File: src/rtl/nes_clk_rst_seq.sv
// Start-up sequencer for the NES clock-enable domains, all on the master clock.
// Latency: every output is a register; a cause sampled at one edge shows on the outputs after that edge.
// Backpressure: none. Lock loss beats soft_rst, which beats a finishing hold count.
//
// Ports:
//   clk_mst      master clock, sole clock
//   rst_mst      synchronous active-low reset
//   mmcm_locked  MMCM lock, synchronous to clk_mst
//   soft_rst     one-cycle pulse, restarts the sequence from ALIGN
//   clk_en_cpu   one-cycle CPU enable every CPU_CLK_DIV cycles
//   clk_en_ppu   one-cycle PPU enable every PPU_CLK_DIV cycles
//   rst_en_cpu   active-high CPU domain reset
//   rst_en_ppu   active-high PPU domain reset
//   seq_ready    high only in RUN
//   seq_state    current state encoding, for debug
module nes_clk_rst_seq #(
  parameter int CPU_CLK_DIV  = 12,
  parameter int PPU_CLK_DIV  = 4,
  parameter int LOCK_STABLE  = 16,
  parameter int PPU_RST_HOLD = 8,
  parameter int CPU_RST_HOLD = 8
) (
  input  logic       clk_mst,
  input  logic       rst_mst,
  input  logic       mmcm_locked,
  input  logic       soft_rst,
  output logic       clk_en_cpu,
  output logic       clk_en_ppu,
  output logic       rst_en_cpu,
  output logic       rst_en_ppu,
  output logic       seq_ready,
  output logic [2:0] seq_state
);

  if (CPU_CLK_DIV < 2 || CPU_CLK_DIV > 32) begin : g_bad_cpu_div
    $error("CPU_CLK_DIV out of range 2..32");
  end
  if (PPU_CLK_DIV < 2 || PPU_CLK_DIV > 32) begin : g_bad_ppu_div
    $error("PPU_CLK_DIV out of range 2..32");
  end
  if (LOCK_STABLE < 1 || LOCK_STABLE > 255) begin : g_bad_lock
    $error("LOCK_STABLE out of range 1..255");
  end
  if (PPU_RST_HOLD < 1 || PPU_RST_HOLD > 255) begin : g_bad_ppu_hold
    $error("PPU_RST_HOLD out of range 1..255");
  end
  if (CPU_RST_HOLD < 1 || CPU_RST_HOLD > 255) begin : g_bad_cpu_hold
    $error("CPU_RST_HOLD out of range 1..255");
  end

  localparam int CW  = $clog2(CPU_CLK_DIV);
  localparam int PW  = $clog2(PPU_CLK_DIV);
  localparam int LW  = (LOCK_STABLE > 1) ? $clog2(LOCK_STABLE) : 1;
  localparam int PHW = $clog2(PPU_RST_HOLD + 1);
  localparam int CHW = $clog2(CPU_RST_HOLD + 1);

  localparam logic [CW-1:0]  CPU_DIV_LAST  = CW'(CPU_CLK_DIV - 1);
  localparam logic [PW-1:0]  PPU_DIV_LAST  = PW'(PPU_CLK_DIV - 1);
  localparam logic [LW-1:0]  LOCK_LAST     = LW'(LOCK_STABLE - 1);
  localparam logic [PHW-1:0] PPU_HOLD_MAX  = PHW'(PPU_RST_HOLD);
  localparam logic [PHW-1:0] PPU_HOLD_LAST = PHW'(PPU_RST_HOLD - 1);
  localparam logic [CHW-1:0] CPU_HOLD_MAX  = CHW'(CPU_RST_HOLD);
  localparam logic [CHW-1:0] CPU_HOLD_LAST = CHW'(CPU_RST_HOLD - 1);

  typedef enum logic [2:0] {
    S_IDLE      = 3'd0,
    S_WAIT_LOCK = 3'd1,
    S_ALIGN     = 3'd2,
    S_PPU_RST   = 3'd3,
    S_CPU_RST   = 3'd4,
    S_RUN       = 3'd5
  } state_e;

  state_e           state_q, state_d;
  logic [LW-1:0]    lock_cnt_q, lock_cnt_d;
  logic [CW-1:0]    cpu_div_q, cpu_div_d;
  logic [PW-1:0]    ppu_div_q, ppu_div_d;
  logic [PHW-1:0]   ppu_hold_q, ppu_hold_d;
  logic [CHW-1:0]   cpu_hold_q, cpu_hold_d;
  logic             en_cpu_q, en_cpu_d;
  logic             en_ppu_q, en_ppu_d;
  logic             rst_cpu_q, rst_cpu_d;
  logic             rst_ppu_q, rst_ppu_d;
  logic             ready_q, ready_d;
  logic             running_d;

  always_comb begin
    state_d = state_q;
    case (state_q)
      S_IDLE:      state_d = S_WAIT_LOCK;
      S_WAIT_LOCK: if (mmcm_locked && lock_cnt_q == LOCK_LAST) state_d = S_ALIGN;
      S_ALIGN:     state_d = S_PPU_RST;
      // Hold counters count pulses already seen, so the last pulse is
      // recognised while it is on the output and the next edge moves on.
      S_PPU_RST:   if (en_ppu_q && ppu_hold_q == PPU_HOLD_LAST) state_d = S_CPU_RST;
      S_CPU_RST:   if (en_cpu_q && cpu_hold_q == CPU_HOLD_LAST) state_d = S_RUN;
      S_RUN:       state_d = S_RUN;
      default:     state_d = S_IDLE;
    endcase
    // Lock loss overrides soft reset, which overrides hold completion.
    if (state_q == S_ALIGN || state_q == S_PPU_RST ||
        state_q == S_CPU_RST || state_q == S_RUN) begin
      if (!mmcm_locked) begin
        state_d = S_WAIT_LOCK;
      end else if (soft_rst && state_q != S_ALIGN) begin
        state_d = S_ALIGN;
      end
    end
  end

  always_comb begin
    running_d = (state_d == S_PPU_RST) || (state_d == S_CPU_RST) || (state_d == S_RUN);

    lock_cnt_d = '0;
    if (state_q == S_WAIT_LOCK && state_d == S_WAIT_LOCK && mmcm_locked) begin
      lock_cnt_d = lock_cnt_q + 1'b1;
    end

    // Dividers sit at 0 outside the running states, so leaving ALIGN both
    // enables fire together and then stay phase-locked.
    cpu_div_d = '0;
    ppu_div_d = '0;
    en_cpu_d  = 1'b0;
    en_ppu_d  = 1'b0;
    if (running_d) begin
      cpu_div_d = (cpu_div_q == CPU_DIV_LAST) ? '0 : cpu_div_q + 1'b1;
      ppu_div_d = (ppu_div_q == PPU_DIV_LAST) ? '0 : ppu_div_q + 1'b1;
      en_cpu_d  = (cpu_div_q == '0);
      en_ppu_d  = (ppu_div_q == '0);
    end

    ppu_hold_d = '0;
    if (state_d == S_PPU_RST) begin
      ppu_hold_d = ppu_hold_q;
      if (en_ppu_q && ppu_hold_q != PPU_HOLD_MAX) ppu_hold_d = ppu_hold_q + 1'b1;
    end
    cpu_hold_d = '0;
    if (state_d == S_CPU_RST) begin
      cpu_hold_d = cpu_hold_q;
      if (en_cpu_q && cpu_hold_q != CPU_HOLD_MAX) cpu_hold_d = cpu_hold_q + 1'b1;
    end

    rst_ppu_d = !((state_d == S_CPU_RST) || (state_d == S_RUN));
    rst_cpu_d = (state_d != S_RUN);
    ready_d   = (state_d == S_RUN);
  end

  always_ff @(posedge clk_mst) begin
    if (!rst_mst) begin
      state_q    <= S_IDLE;
      lock_cnt_q <= '0;
      cpu_div_q  <= '0;
      ppu_div_q  <= '0;
      ppu_hold_q <= '0;
      cpu_hold_q <= '0;
      en_cpu_q   <= 1'b0;
      en_ppu_q   <= 1'b0;
      rst_cpu_q  <= 1'b1;
      rst_ppu_q  <= 1'b1;
      ready_q    <= 1'b0;
    end else begin
      state_q    <= state_d;
      lock_cnt_q <= lock_cnt_d;
      cpu_div_q  <= cpu_div_d;
      ppu_div_q  <= ppu_div_d;
      ppu_hold_q <= ppu_hold_d;
      cpu_hold_q <= cpu_hold_d;
      en_cpu_q   <= en_cpu_d;
      en_ppu_q   <= en_ppu_d;
      rst_cpu_q  <= rst_cpu_d;
      rst_ppu_q  <= rst_ppu_d;
      ready_q    <= ready_d;
    end
  end

  assign clk_en_cpu = en_cpu_q;
  assign clk_en_ppu = en_ppu_q;
  assign rst_en_cpu = rst_cpu_q;
  assign rst_en_ppu = rst_ppu_q;
  assign seq_ready  = ready_q;
  assign seq_state  = state_q;

endmodule

File: config.mk
export PLATFORM = sky130hd
export DESIGN_NAME = nes_clk_rst_seq
export DESIGN_NICKNAME = d
export VERILOG_FILES = /design/src/rtl/nes_clk_rst_seq.sv
export SDC_FILE = /design/constraint.sdc
export NUM_CORES = 1
export LEC_CHECK = 0
export CAP_MARGIN = 10
export CELL_PAD_IN_SITES_DETAIL_PLACEMENT = 1
export CELL_PAD_IN_SITES_GLOBAL_PLACEMENT = 1
export CORE_MARGIN = 4
export CORE_UTILIZATION = 48
export CTS_BUF_LIST = sky130_fd_sc_hd__clkbuf_4
export DETAILED_ROUTE_END_ITERATION = 16
export GPL_ROUTABILITY_DRIVEN = 0
export GPL_TIMING_DRIVEN = 0
export PLACE_DENSITY = 0.88
export REMOVE_ABC_BUFFERS = 1
export SYNTH_ARGS = -nofsm -noshare
export SYNTH_HDL_FRONTEND = slang
export SYNTH_SLANG_ARGS = --single-unit
File: constraint.sdc
create_clock -name clk_mst -period 3.8 [get_ports clk_mst]
set_input_delay 0.76 -clock clk_mst [delete_from_list [all_inputs] [get_ports clk_mst]]
set_output_delay 0.76 -clock clk_mst [all_outputs]
set_load 0.03 [all_outputs]
==> flow_summary.json <==
{
  "numClockSinks": 26,
  "hold_depth": 1,
  "hpwl_um": 2040,
  "setup_viol": 0,
  "grt_max_degree": 16,
  "finalCriticalPeriod_ps": 2380,
  "worst_slack_ps": 1420,
  "finalCritPeriodShare": 0.627,
  "holdWs_ps": 464,
  "num_rows": 18,
  "max-vdd-ir-drop_mv": 0.267,
  "num_vias": 979,
  "synth_seq_area_share": 0.427,
  "antenna_cells": 0,
  "drc": 0,
  "drv_slew": 0,
  "worstSetupPathType": "reg2out",
  "dieArea_mm2": 0.00341,
  "wire_per_inst_um": 14.8,
  "area_growth_pct": 16.1,
  "power_leakage_uw": 0.000533,
  "clkTransAtPathRegs_ps": 140,
  "drive_gt1_frac": 0.0552,
  "cts.path.max_buffers": 2,
  "first_global_vias": 1049,
  "detail_route.iter0.violations": 21,
  "cts_resized": 0,
  "fp.dieW_um": 58.4,
  "setup-tns-final_ps": 0,
  "setup.worst_path.start_class": "register",
  "critPathMaxStageDelay_ps": 750,
  "postCtsSetupRepairBufs": 0,
  "relSlewSlack": 0.705,
  "antenna_found_initial": 0,
  "synth_top_area_cell": "dfxtp_1",
  "status": "finished, final reports clean",
  "fin_cells": 175,
  "path_depth": 1,
  "clock-root-buffer": "clkbuf_4",
  "critical_path_required_ps": 3040,
  "crit_buf_inv": 1,
  "slowest_stage": "clkdlybuf4s50_1",
  "end_kind": "output port",
  "cts_max_level": 1,
  "synth-edff-count": 0,
  "cts_buffers": 3,
  "synth.distinct_cells": 30,
  "grt_overflow": 0,
  "tritoncts": "done",
  "grtUsageTotal": 0.179,
  "synth.cell_area_mm2": 0.00122,
  "wl_um": 2590,
  "drtPass1Iterations": 4,
  "core_mm2": 0.00245,
  "port_buffers": 11,
  "yosysMostFrequentCell": "dfxtp_1",
  "clk_latency_ps": 330,
  "initial_core_util": 0.497,
  "synthArstFlopShare": 0,
  "synthCells": 131,
  "crit_chain": "clkdlybuf4s50_1",
  "postRouteAntennaNets": 0,
  "synthTopCellsByArea": "dfxtp_1 (43%), ha_1 (9.2%), inv_1 (4.3%)",
  "avgSynthCellArea_um2": 9.31,
  "ios": 12,
  "tightest_slew_ps": 440,
  "arrival_ps": 1620,
  "yosys-top-cells-count": "dfxtp_1 (26), inv_1 (14), nor2_1 (11), nand2_1 (10), ha_1 (9)",
  "fmax_mhz": 420,
  "yosys.area.top_type_share": 0.427,
  "critPathTopFamily": "buffers and inverters",
  "cap_viol_max_count": 0,
  "place_ws_ps": 1050,
  "finalHoldViolCount": 0,
  "worst-path-max-fanout": 9,
  "skew_ps": 3.30,
  "hold_class": "reg2reg",
  "ctsHoldBuffers": 0,
  "avgViaCountPerCell": 5.59,
  "grt_setup_unrepaired": "false",
  "p_per_area_mw_per_mm2": 340,
  "ys_seq_elements": 26,
  "fill_cells": 298,
  "placed_cells": 171,
  "final_nets": 159,
  "r2r_cells": 6,
  "grt_pass1_wl_um": 4650,
  "synth_ff_type": "dfxtp_1",
  "yosysWarningCount": 0,
  "fp.dieH_um": 58.4
}
## final cells by class
| cell class | instances | area [um^2] | share of cell area |
|---|---|---|---|
| tap | 30 | 37.5 | 0.0265 |
| multi-input combinational | 90 | 643 | 0.454 |
| timing repair buffer | 11 | 110 | 0.0777 |
| inverter | 14 | 52.6 | 0.0371 |
| sequential | 26 | 520 | 0.367 |
| clock inverter | 1 | 30.0 | 0.0212 |
| clock buffer | 3 | 22.5 | 0.0159 |
## layer usage
metal | vias to the layer above | wire [um] | global-route usage
met1 | 472 | 1140 | 0.216
met5 | - | 0 | 0
li1 | 485 | - | -
met3 | 5 | 71 | 0.0219
met2 | 17 | 1320 | 0.313
met4 | 0 | 55 | 0.0894
## registers in the layout (all words and copies together), names as in the netlist
name	count
seq_ready	1
ppu_hold_q	4
cpu_div_q	4
seq_state	3
rst_en_ppu	1
cpu_hold_q	4
ppu_div_q	2
clk_en_cpu	1
lock_cnt_q	4
clk_en_ppu	1
rst_en_cpu	1
## metrics by stage
stage	power (uW)	utilization	instance area, um^2
final	482	0.577	1420
after global routing	497	0.577	1420
after CTS	485	0.577	1420
after detailed placement	295	0.556	1360
after global placement	294	0.556	1360
after floorplan	287	-	1220
## worst paths after layout
kind / slack, ps / endpoint / startpoint
hold / removal: 460 / lock_cnt_q[0] / lock_cnt_q[0]
hold reg to reg: 460 / lock_cnt_q[0] / lock_cnt_q[0]
setup / recovery: 1420 / seq_state[1] / seq_state[1]
setup reg to reg: 1780 / ppu_div_q[1] / ppu_hold_q[1]
## cells in the final DEF, fill, tap and decap left out, drive strengths merged
cell type,netlist,final
inv,14,14
and4bb,1,1
a41oi,1,1
bufinv,0,1
dfxtp,26,26
nor2,11,11
nor3b,5,5
clkdlybuf4s50,0,11
nor4,3,3
nor4b,1,1
mux2i,2,2
ha,9,9
nand3b,1,1
clkbuf,1,3
a21oi,3,3
or3,1,1
nor3,7,7
o32ai,1,1
nand4,5,5
nand2b,2,2
o31ai,1,1
nand2,10,10
nand4b,2,2
nor2b,1,1
o21ai,6,6
xnor2,4,4
and3,1,1
xor2,4,4
o221a,1,1
a21boi,1,1
o211a,1,1
nand3,5,5
## where the power goes
part           internal (uW)  switching [uW]  total (uW)
Clock                    107            85.6         192
Combinational           6.15            8.25        14.4
Sequential               274           0.963         275
Total                    387            94.8         482
## logic make-up (layout without fill, tap and decap cells)
family | after synthesis | count (layout) | share of synthesized area
and+or+nand+nor | 56 | 56 | 0.249
adders and majority gates | 9 | 9 | 0.0923
muxes | 2 | 2 | 0.0164
buffers and inverters | 15 | 29 | 0.0462
DFF | 26 | 26 | 0.427
AOI/OAI and AO/OA | 15 | 15 | 0.112
xor gates and xnor gates | 8 | 8 | 0.0574
Note: power is estimated with default switching activity, not from simulation.
==> patch 1 (same flow settings) <==
Make the reset (`rst_mst`) asynchronous in one clocked block. Comments in the files are not updated.
--- a/src/rtl/nes_clk_rst_seq.sv
+++ b/src/rtl/nes_clk_rst_seq.sv
@@ -146,5 +146,5 @@
   end
 
-  always_ff @(posedge clk_mst) begin
+  always_ff @(posedge clk_mst or negedge rst_mst) begin
     if (!rst_mst) begin
       state_q    <= S_IDLE;
Check against the original RTL: differs if rst_mst is asserted again (counterexample within 4 cycles, from zero or initial values and one cycle with rst_mst low); with rst_mst held inactive, the same outputs for 10 cycles.
==> patch 1 against the unedited design <==
- routed wire length grew 6.5%
- sequential cell count unchanged
- final cell count fell by 5.7%
- core utilization is 2.5 points higher
- worst setup slack improved by 92 ps
- via count decreased by 6.4%
- synthesized area up 7.0%
- power increased by 2.1%
- cell area rose by 8.2%
- critical endpoint is now clk_en_ppu
- largest cell class is now registers
==> patch 1: results (changes against the unedited design) <==
vias per cell 5.55 (-0.76%); Top class by area registers; Clock Path Buffers 2 (unchanged); Synth Area in XOR/XNOR 4.70% (-1.0 points); DP Wirelength 2050 µm (+0.87%); seq pwr 0.282 mW (+3%); post-synth top area share 46.0% (+3.4 points); largest net degree at the start of global routing 27 (+11); status finished, final reports clean; met3 wire len 61 µm (-14%); cts bufs inserted 3 (unchanged); area of the multi-input gates 611 µm² (-5.1%); synth unique cells 30 (unchanged); clk_skew 5.11 ps (+1.81 ps); met2 routed WL 1510 µm (+15%); multi-input gates 82 (-8.9%); critical path data arrival time 1530 ps (-90 ps); Worst R2R Path Depth 5 (-1); Post-Syn Area 1310 µm² (+7.0%); non-clk buf share 8.98% (+1.2 points); Repair and plain buffers 12 (+1); Lkg Pwr 0.703 nW (+32%); post-synthesis compound-gate area fraction 9.40% (-1.8 points); Pwr Density 321 nW/µm² (-5.6%); mux share of post-synthesis cell area 1.53% (-0.11 points); htree depth 1 (unchanged); fraction of area in registers 42.6% (+5.9 points); drt initial violations 30 (+43%); most instantiated cells after synthesis 24 x dfrtp_1, 11 x inv_1, 11 x nor2_1, 9 x ha_1, 8 x nand2_1; Post-CTS Setup Inserts 0 (unchanged); filler cell count 273 (-8.4%); share of layout cells above drive strength 1 8.89% (+3.4 points); non-filler cells, final 165 (-5.7%); Net Sw Frac 19.6% (-0.041 points); global-route wire length before repair 4700 µm (+1.0%); IO buf count 11 (unchanged); worst vdd ir 261 µV (-2.4%); M1 WL 1170 µm (+2.5%); clock slew at reported path FFs approximately 150 ps; Placed Cells 160 (-6.4%); pre-CTS setup slack 1210 ps (+155 ps); Crit Path Max Fanout 6 (-3); Mapped Avg Cell Area 11.0 µm² (+18%); number of global-route vias before repair 1040 (-0.86%); wire per inst 16.7 µm (+13%); nets@finish 149 (-6.3%); Worst Tran Pin Value 414 ps (-26.3 ps); Non-clock inverters 11 (-3); fraction of registers with async set/reset 100% (+100 points); final-layout clock-cell area share 3.43% (-0.28 points); total track usage 17.4% (-0.57 points); Area contributors post-synth dfrtp_1 46%, ha_1 8.6%, dfstp_2 4.0%; Post-DP Area 1450 µm² (+6.5%); register area share after synthesis 50.0% (+7.4 points); adder-cell share of the synthesized area 8.63% (-0.60 points); post-CTS sizing 0 (unchanged); Main synth FF type dfrtp_1; Clk pwr share 38.6% (-1.4 points)
==> patch 1: cell count changes after synthesis, sizes merged, moves of 3 or more <==
cell | unedited run | this run
and2b | 0 | 4
nor4 | 3 | 0
dfrtp | 0 | 24
nand4 | 5 | 2
dfxtp | 26 | 0
o21ai | 6 | 0
nor3b | 5 | 0
inv | 14 | 11
and2 | 0 | 3
==> patch 1: path summary, 6_finish.rpt <==
check	from	to	slack, ps
setup / recovery	clk_en_ppu	clk_en_ppu	1510
hold / removal	lock_cnt_q[0]	lock_cnt_q[0]	480
setup reg to reg	lock_cnt_q[0]	cpu_div_q[0]	1980
hold reg to reg	lock_cnt_q[0]	lock_cnt_q[0]	480
max in group asynchronous	rst_mst	rst_en_ppu	2600
min in group asynchronous	rst_mst	lock_cnt_q[3]	700
==> patch 1: layer usage <==
metal,vias to the layer above,GRT usage (%)
li1,439,-
met4,0,6.96
met2,6,32.4
met3,2,2.16
met1,469,19.6
met5,-,0
==> patch 2 (config.mk and constraints unchanged) <==
Without the edit above. Set the parameter `PPU_RST_HOLD` to 16 (it was 8).
--- a/src/rtl/nes_clk_rst_seq.sv
+++ b/src/rtl/nes_clk_rst_seq.sv
@@ -18,5 +18,5 @@
   parameter int PPU_CLK_DIV  = 4,
   parameter int LOCK_STABLE  = 16,
-  parameter int PPU_RST_HOLD = 8,
+  parameter int PPU_RST_HOLD = 16,
   parameter int CPU_RST_HOLD = 8
 ) (
Function: same outputs for any inputs over 10 cycles, from zero or initial values and one cycle with rst_mst low; that may be too few to reach the edited logic, so the function may still have changed.
==> patch 2 against the unedited design <==
- sequential share of layout area rose by 1.7 points
- power decreased by 13%
- global-route usage increased by 0.18 points
- worst setup slack worse by 33 ps
- synthesized area increased by 1.0%
- sequential cell count rose by 1
- non-clock buffer count did not move
- cell area down 0.62%
- routed wire length up 2.9%
- critical endpoint unchanged
==> patch 2: results (changes against the unedited design) <==
register area share after synthesis 43.9% (+1.2 points); Area contributors post-synth dfxtp_1 44%, ha_1 10%, nor2_1 5.5%; Lkg Pwr 0.531 nW (-0.38%); combinational share of power 3.2% (+0.2 points); Hold WC Path Type reg -> reg; most instantiated cells after synthesis 27 x dfxtp_1, 18 x nor2_1, 13 x inv_1, 10 x ha_1, 9 x nand2_1; global-route wire length before repair 4760 µm (+2.4%); Total Routed Length 2660 µm (+2.9%); synth unique cells 33 (+10%); total clock network power 0.120 mW (-38%); via count 994 (+1.5%); Root Driver clkbuf_4; worst rel slew slack 65.4% (-5.1 points); Pwr Density 298 nW/µm² (-12%); Post-CTS Setup Inserts 0 (unchanged); clock slew at reported path FFs 140 ps (about the same); Ys Warns 0 (unchanged); number of global-route vias before repair 1095 (+4.4%); # diodes 0 (unchanged); First-pass DRT Iterations 5 (+1); Final Hold Viols 0 (unchanged); initial antenna violation count 0 (unchanged); post-CTS sizing 0 (unchanged); family of cells with the greatest summed delay on the critical path buffers and inverters; Psw 0.0900 mW (-5.1%); worst-skew pair later-pin latency approximately 320 ps; drt initial violations 22 (+4.8%); CP max stage cell clkdlybuf4s50_1; htree depth 1 (unchanged); cts bufs inserted 3 (unchanged); largest register by flop count ppu_hold_q; clk_skew 3.60 ps (+0.297 ps); IO buf count 11 (unchanged); filler cell count 296 (-0.67%); critical path data arrival time 1650 ps (+30 ps); worst vdd ir 323 µV (+21%); status finished, final reports clean; DP Wirelength 1940 µm (-4.7%); share of layout cells above drive strength 1 7.43% (+1.9 points); Main synth FF type dfxtp_1; total track usage 18.1% (+0.18 points); nets@finish 163 (+2.5%)
==> patch 2: cells by family (layout without fill, tap and decap cells) <==
group                      Yosys count  count (layout)  share of synthesized area [%]
and+or+nand+nor                     51              51                           22.2
buffers and inverters               14              29                           4.26
AOI/OAI and AO/OA                   21              21                           12.1
muxes                                3               3                           2.44
xor gates and xnor gates             7               7                           4.97
adders and majority gates           10              10                           10.2
DFF                                 27              27                           43.9
==> patch 2: path summary, 6_finish.rpt <==
path	end	depth (start not counted)	slack (ps)	from
worst max register to register	ppu_hold_q[2]	7	1840	ppu_hold_q[0]
worst min-delay path	ppu_div_q[0]	1	470	ppu_div_q[0]
worst min register to register	ppu_div_q[0]	1	470	ppu_div_q[0]
worst max-delay path	seq_state[1]	1	1390	seq_state[1]
==> patch 2: cell type report <==
class / count / area [µm²] / area share [%]
clock buffer: 3 / 22.5 / 1.60
clock inverter: 1 / 5.00 / 0.356
inverter: 14 / 52.6 / 3.73
multi-input combinational: 92 / 639 / 45.4
sequential: 27 / 541 / 38.4
tap: 30 / 37.5 / 2.67
timing repair buffer: 11 / 110 / 7.82
==> patch 2: per-stage QoR <==
step / setup WS [ps] / utilization [%] / cell area (µm²) / cells / hold WS [ps]
after detailed placement: 1350 / 56.2 / 1380 / 174 / 462
after CTS: 1370 / 57.3 / 1410 / 178 / 480
final: 1390 / 57.3 / 1410 / 178 / 474
after global routing: 1320 / 57.3 / 1410 / 178 / 504
after floorplan: 2000 / - / 1230 / 133 / 418
after global placement: 1380 / 56.2 / 1380 / 174 / 430
==> patch 2: routing by layer <==
metal  GRT usage, %  up-vias  share of wire (%)
met4           5.18        0                1.7
li1               -      482                  -
met5              0        -                  0
met2           34.8       28                 54
met3           4.82        6                4.6
met1           19.2      478                 40
